[config.mk]
export PLATFORM = sky130hd
export DESIGN_NAME = pla_vec_stage
export DESIGN_NICKNAME = d
export VERILOG_FILES = /design/src/rtl/pla_vec_stage.sv
export SDC_FILE = /design/constraint.sdc
export NUM_CORES = 1
export LEC_CHECK = 0
export ABC_AREA = 0
export CORE_AREA = 2 2 94 118
export CTS_CLUSTER_DIAMETER = 150
export DETAILED_ROUTE_END_ITERATION = 10
export DIE_AREA = 0 0 96 120
export PLACE_DENSITY_LB_ADDON = 0.05
export SYNTH_ARGS = -nofsm -noshare
export SYNTH_HDL_FRONTEND = slang
export SYNTH_SLANG_ARGS = --single-unit
export TNS_END_PERCENT = 10
[constraint.sdc]
create_clock -name clk -period 6.4 [get_ports clk]
set_input_delay 1.28 -clock clk [delete_from_list [all_inputs] [get_ports clk]]
set_output_delay 1.28 -clock clk [all_outputs]
set_load 0.1 [all_outputs]
[src/rtl/pla_vec_stage.sv]
// Vector-application stage for a 12-input single-output PLA cone: applies vectors, waits a
// settle time, samples y0 and reports match/mismatch. Optional sweep generator: PLA_VEC_EXHAUSTIVE_GEN_EN.
module pla_vec_stage #(
  parameter int N_IN   = 12,
  parameter int SETTLE = 2,
  parameter int CNT_W  = 16
) (
  input  logic             clk,
  input  logic             rst,
  input  logic             in_valid,
  output logic             in_ready,
  input  logic [N_IN-1:0]  in_vec,
  input  logic             in_exp,
  output logic [N_IN-1:0]  x_drv,
  input  logic             y_in,
  output logic             out_valid,
  input  logic             out_ready,
  output logic             out_y,
  output logic             out_mis,
  output logic [CNT_W-1:0] vec_cnt,
  output logic [CNT_W-1:0] err_cnt,
  output logic             busy
`ifdef PLA_VEC_EXHAUSTIVE_GEN_EN
  ,
  input  logic             start,
  output logic             done
`endif
);

  typedef enum logic [1:0] {
    ST_IDLE   = 2'd0,
    ST_SETTLE = 2'd1,
    ST_HOLD   = 2'd2
  } state_t;

  localparam logic [3:0] SETTLE_LAST = 4'(SETTLE - 1);

  state_t     state;
  logic [3:0] scnt;
  logic       exp_r;
  logic       mis;

  function automatic logic [CNT_W-1:0] sat_inc(input logic [CNT_W-1:0] v, input logic en);
    if (en && (v != {CNT_W{1'b1}})) begin
      return v + CNT_W'(1);
    end else begin
      return v;
    end
  endfunction

  assign mis  = y_in ^ exp_r;
  assign busy = (state != ST_IDLE);

`ifdef PLA_VEC_EXHAUSTIVE_GEN_EN
  logic            gen_active;
  logic [N_IN-1:0] gen_vec;

  assign in_ready = (state == ST_IDLE) && !gen_active;

  // Main control: handshake FSM, sampling, counters and the sweep generator.
  always_ff @(posedge clk) begin
    if (rst) begin
      state      <= ST_IDLE;
      scnt       <= 4'd0;
      exp_r      <= 1'b0;
      x_drv      <= {N_IN{1'b0}};
      out_valid  <= 1'b0;
      out_y      <= 1'b0;
      out_mis    <= 1'b0;
      vec_cnt    <= {CNT_W{1'b0}};
      err_cnt    <= {CNT_W{1'b0}};
      gen_active <= 1'b0;
      gen_vec    <= {N_IN{1'b0}};
      done       <= 1'b0;
    end else begin
      done <= 1'b0;
      case (state)
        ST_IDLE: begin
          if (gen_active) begin
            // Sweep owns the cone; expected forced low so err_cnt counts the ON-set.
            x_drv <= gen_vec;
            exp_r <= 1'b0;
            scnt  <= 4'd0;
            state <= ST_SETTLE;
          end else if (start) begin
            gen_active <= 1'b1;
            gen_vec    <= {N_IN{1'b0}};
          end else if (in_valid) begin
            x_drv <= in_vec;
            exp_r <= in_exp;
            scnt  <= 4'd0;
            state <= ST_SETTLE;
          end else begin
            state <= ST_IDLE;
          end
        end
        ST_SETTLE: begin
          scnt <= scnt + 4'd1;
          if (scnt == SETTLE_LAST) begin
            out_y     <= y_in;
            out_mis   <= mis;
            out_valid <= 1'b1;
            vec_cnt   <= sat_inc(vec_cnt, 1'b1);
            err_cnt   <= sat_inc(err_cnt, mis);
            state     <= ST_HOLD;
          end else begin
            state <= ST_SETTLE;
          end
        end
        ST_HOLD: begin
          if (out_ready) begin
            out_valid <= 1'b0;
            state     <= ST_IDLE;
            if (gen_active) begin
              if (gen_vec == {N_IN{1'b1}}) begin
                gen_active <= 1'b0;
                done       <= 1'b1;
              end else begin
                gen_vec <= gen_vec + N_IN'(1);
              end
            end else begin
              gen_vec <= gen_vec;
            end
          end else begin
            state <= ST_HOLD;
          end
        end
        default: begin
          state     <= ST_IDLE;
          out_valid <= 1'b0;
        end
      endcase
    end
  end
`else
  assign in_ready = (state == ST_IDLE);

  // Main control: handshake FSM, sampling and saturating counters.
  always_ff @(posedge clk) begin
    if (rst) begin
      state     <= ST_IDLE;
      scnt      <= 4'd0;
      exp_r     <= 1'b0;
      x_drv     <= {N_IN{1'b0}};
      out_valid <= 1'b0;
      out_y     <= 1'b0;
      out_mis   <= 1'b0;
      vec_cnt   <= {CNT_W{1'b0}};
      err_cnt   <= {CNT_W{1'b0}};
    end else begin
      case (state)
        ST_IDLE: begin
          if (in_valid) begin
            x_drv <= in_vec;
            exp_r <= in_exp;
            scnt  <= 4'd0;
            state <= ST_SETTLE;
          end else begin
            state <= ST_IDLE;
          end
        end
        ST_SETTLE: begin
          scnt <= scnt + 4'd1;
          if (scnt == SETTLE_LAST) begin
            out_y     <= y_in;
            out_mis   <= mis;
            out_valid <= 1'b1;
            vec_cnt   <= sat_inc(vec_cnt, 1'b1);
            err_cnt   <= sat_inc(err_cnt, mis);
            state     <= ST_HOLD;
          end else begin
            state <= ST_SETTLE;
          end
        end
        ST_HOLD: begin
          // No bypass: the next vector is taken only after a cycle back in IDLE.
          if (out_ready) begin
            out_valid <= 1'b0;
            state     <= ST_IDLE;
          end else begin
            state <= ST_HOLD;
          end
        end
        default: begin
          state     <= ST_IDLE;
          out_valid <= 1'b0;
        end
      endcase
    end
  end
`endif

endmodule

==> results.ini <==
[timing]
slew-limit-headroom_pct=32.9
holdWs_ns=0.455
tns_ns=0
max_freq_mhz=287
fin_skew_ns=0.00774
fin_ws_ns=2.92
post-route-period-util_pct=54.4
drv_slew=0
rsz0062_at_grt=no
period_minus_slack_ns=3.48
setup_viol=0
tightestPinTransition_ns=1.00
hold_viol=0

[drt]
dr_wl_met3_um=298
vias=2460
dr.max_layer_used=met4
firstDrtPassIters=4
wl_met2_mm=3.21
met1_length_mm=3.34
drt_iter0_drc=60
vias_per_cell=4.99
wl_mm=6.91
drc_errors=0
ant_nets=0
wl_per_cell_um=14.0

[power]
ir_worst_vdd_v=0.000115
power_density_nw_per_um2=213
p_leak_uw=0.00106

[clocking]
clock_path_buffers=2
cts_sinks=54
insertion_delay_ns=0.29
clockRootBuffer=clkbuf_16
path_clk_slew_ns=0.07
numCtsBuffers=5
cts_htree_levels=2
post_cts_buffers=0
cts_resized=0
cts_tree=built
cts_hold_buf=0

[logic_synthesis]
ys_seq_area_share_pct=42.5
synth-seq-cells=54
ys.flop_type=dfxtp_1
netlist_area_um2=2540
avgSynthCellArea_um2=8.37
syn-num-nets=326
synth-async-reset-ratio_pct=0
synthCells=304
synth.yosys.warnings=0
synth-edff-count=0
synth.distinct_cells=38

[placed_design]
dp.cells=485
place_ws_ns=2.88
dp_hpwl_mm=4.55
gp_congestion=0.715
io_buffers=66

[setup_path]
reg2reg_depth=5
cp.arrival_ns=2.20
critPathMaxFanout=12
crit_type=reg2out
r2r-start=scnt[0]
startpoint_type=flop
critPathSlowestCell=clkdlybuf4s50_1
slowest_delay_ns=1.12
reg2reg_slack_ns=3.94
required_ns=5.12
path_cells=nor2_1 -> inv_1 -> clkdlybuf4s50_1
critPathCaptureType=primary output
crit_buf_inv=2
path_delay_family=buffers and inverters
r2r_end=err_cnt[15]

[floorplan]
die_y_um=120
rows=42
core-area_um2=10500
dieArea_um2=11500
pin_count=67
die_x_um=96
initial_utilization_pct=24.3

[final_layout]
final_util_pct=33.1
syn2layout_area_growth_pct=35.9
n_antenna_cell=0
final_cells=493
nets=382
multi_input_area_um2=1370
nFillCells=1135
regArea_um2=1080
drive_gt1_share_pct=6.65

[global_routing]
grt_pass1_vias=2208
grt_max_degree=58
grt_first_pass_wirelength_mm=10.9
grtUsageTotal_pct=11.8
gr-total-overflow=0
antenna_found_initial=0

[run_status]
outcome=finished, final reports clean

[hold_path]
holdPathStages=2
hold_start=x_drv[5]
min_to=x_drv[5]
hold_path_class=reg2reg

[flow_run]
drv_cap=0

[where the power goes]
group | internal [uW] | switching [uW] | total [uW]
sequential | 343 | 6.95 | 350
clock | 156 | 124 | 280
combinational | 29.0 | 77.3 | 106
[layer usage]
layer / track usage (%) / vias up
li1: - / 1249
met1: 15.7 / 1161
met2: 18.8 / 45
met3: 3.01 / 5
met4: 3.21 / 0
met5: 0 / -
[worst max-delay path by stage]
stage	start	end	depth (start not counted)
floorplan	state[1]	busy	3
global placement	y_in	err_cnt[7]	5
detailed placement	y_in	err_cnt[15]	5
CTS	state[1]	busy	3
global route	state[1]	busy	3
finish	state[1]	busy	3
[cell usage after synthesis (2+ instances only)]
cell,count,area [um^2]
inv_1,6,22.5
nor4b_1,2,17.5
nand4_1,10,62.6
a22oi_1,2,15.0
and4_1,4,35.0
nor4_1,3,18.8
nor3b_1,3,22.5
or3_1,6,37.5
nor2b_1,3,18.8
nand3_1,11,55.1
ha_1,4,50.1
o21ai_0,7,35.0
mux2_2,5,56.3
a21oi_1,46,230
nand2_1,41,154
nor2_1,13,48.8
buf_2,3,15.0
clkbuf_1,16,60.1
and2_1,2,12.5
nor3_1,2,10.0
o31ai_1,21,158
or4_1,23,173
or2_2,3,18.8
dfxtp_1,54,1080
[area by class of cell]
type                       count  area share [%]
multi-input combinational    224            39.5
sequential                    54            31.2
timing repair buffer          69            19.6
tap                          132            4.77
clock buffer                   7            4.12
inverter                       6           0.651
clock inverter                 1           0.145
[per-stage QoR]
| stage | area [um^2] | power, uW |
|---|---|---|
| 5_1_grt | 3460 | 771 |
| 2_1_floorplan | 2540 | 434 |
| 6_report | 3460 | 736 |
| 3_5_place_dp | 3310 | 466 |
| 3_3_place_gp | 3310 | 466 |
| 4_1_cts | 3460 | 751 |
[state kept, by name, summed over array words and instances (netlist names)]
signal,cells
scnt,4
vec_cnt,16
exp_r,1
err_cnt,16
out_y,1
x_drv,12
out_valid,1
out_mis,1
state,2
[cell families after synthesis]
kind of cell | share of synthesized area, %
and+or+nand+nor | 29.6
adders and majority gates | 1.97
muxes | 2.61
xor gates and xnor gates | 0.344
DFF | 42.5
AOI/OAI and AO/OA | 18.8
buffers and inverters | 4.13
[tightest hold or removal path, cell delays in order (launching register included)]
cell and delay (ns):
dfxtp_1 0.31, nand2_1 0.05, a21oi_1 0.05
[cell usage in the layout (no fill, tap or decap), types with 7 or more instances in the layout]
cell             count
nor2_1              13
nand3_1             11
nand4_1             10
o31ai_1             21
or4_1               23
dfxtp_1             54
clkdlybuf4s50_1     65
o21ai_0              7
a21oi_1             46
nand2_1             41
No activity file was read; power rests on OpenSTA's default activity.
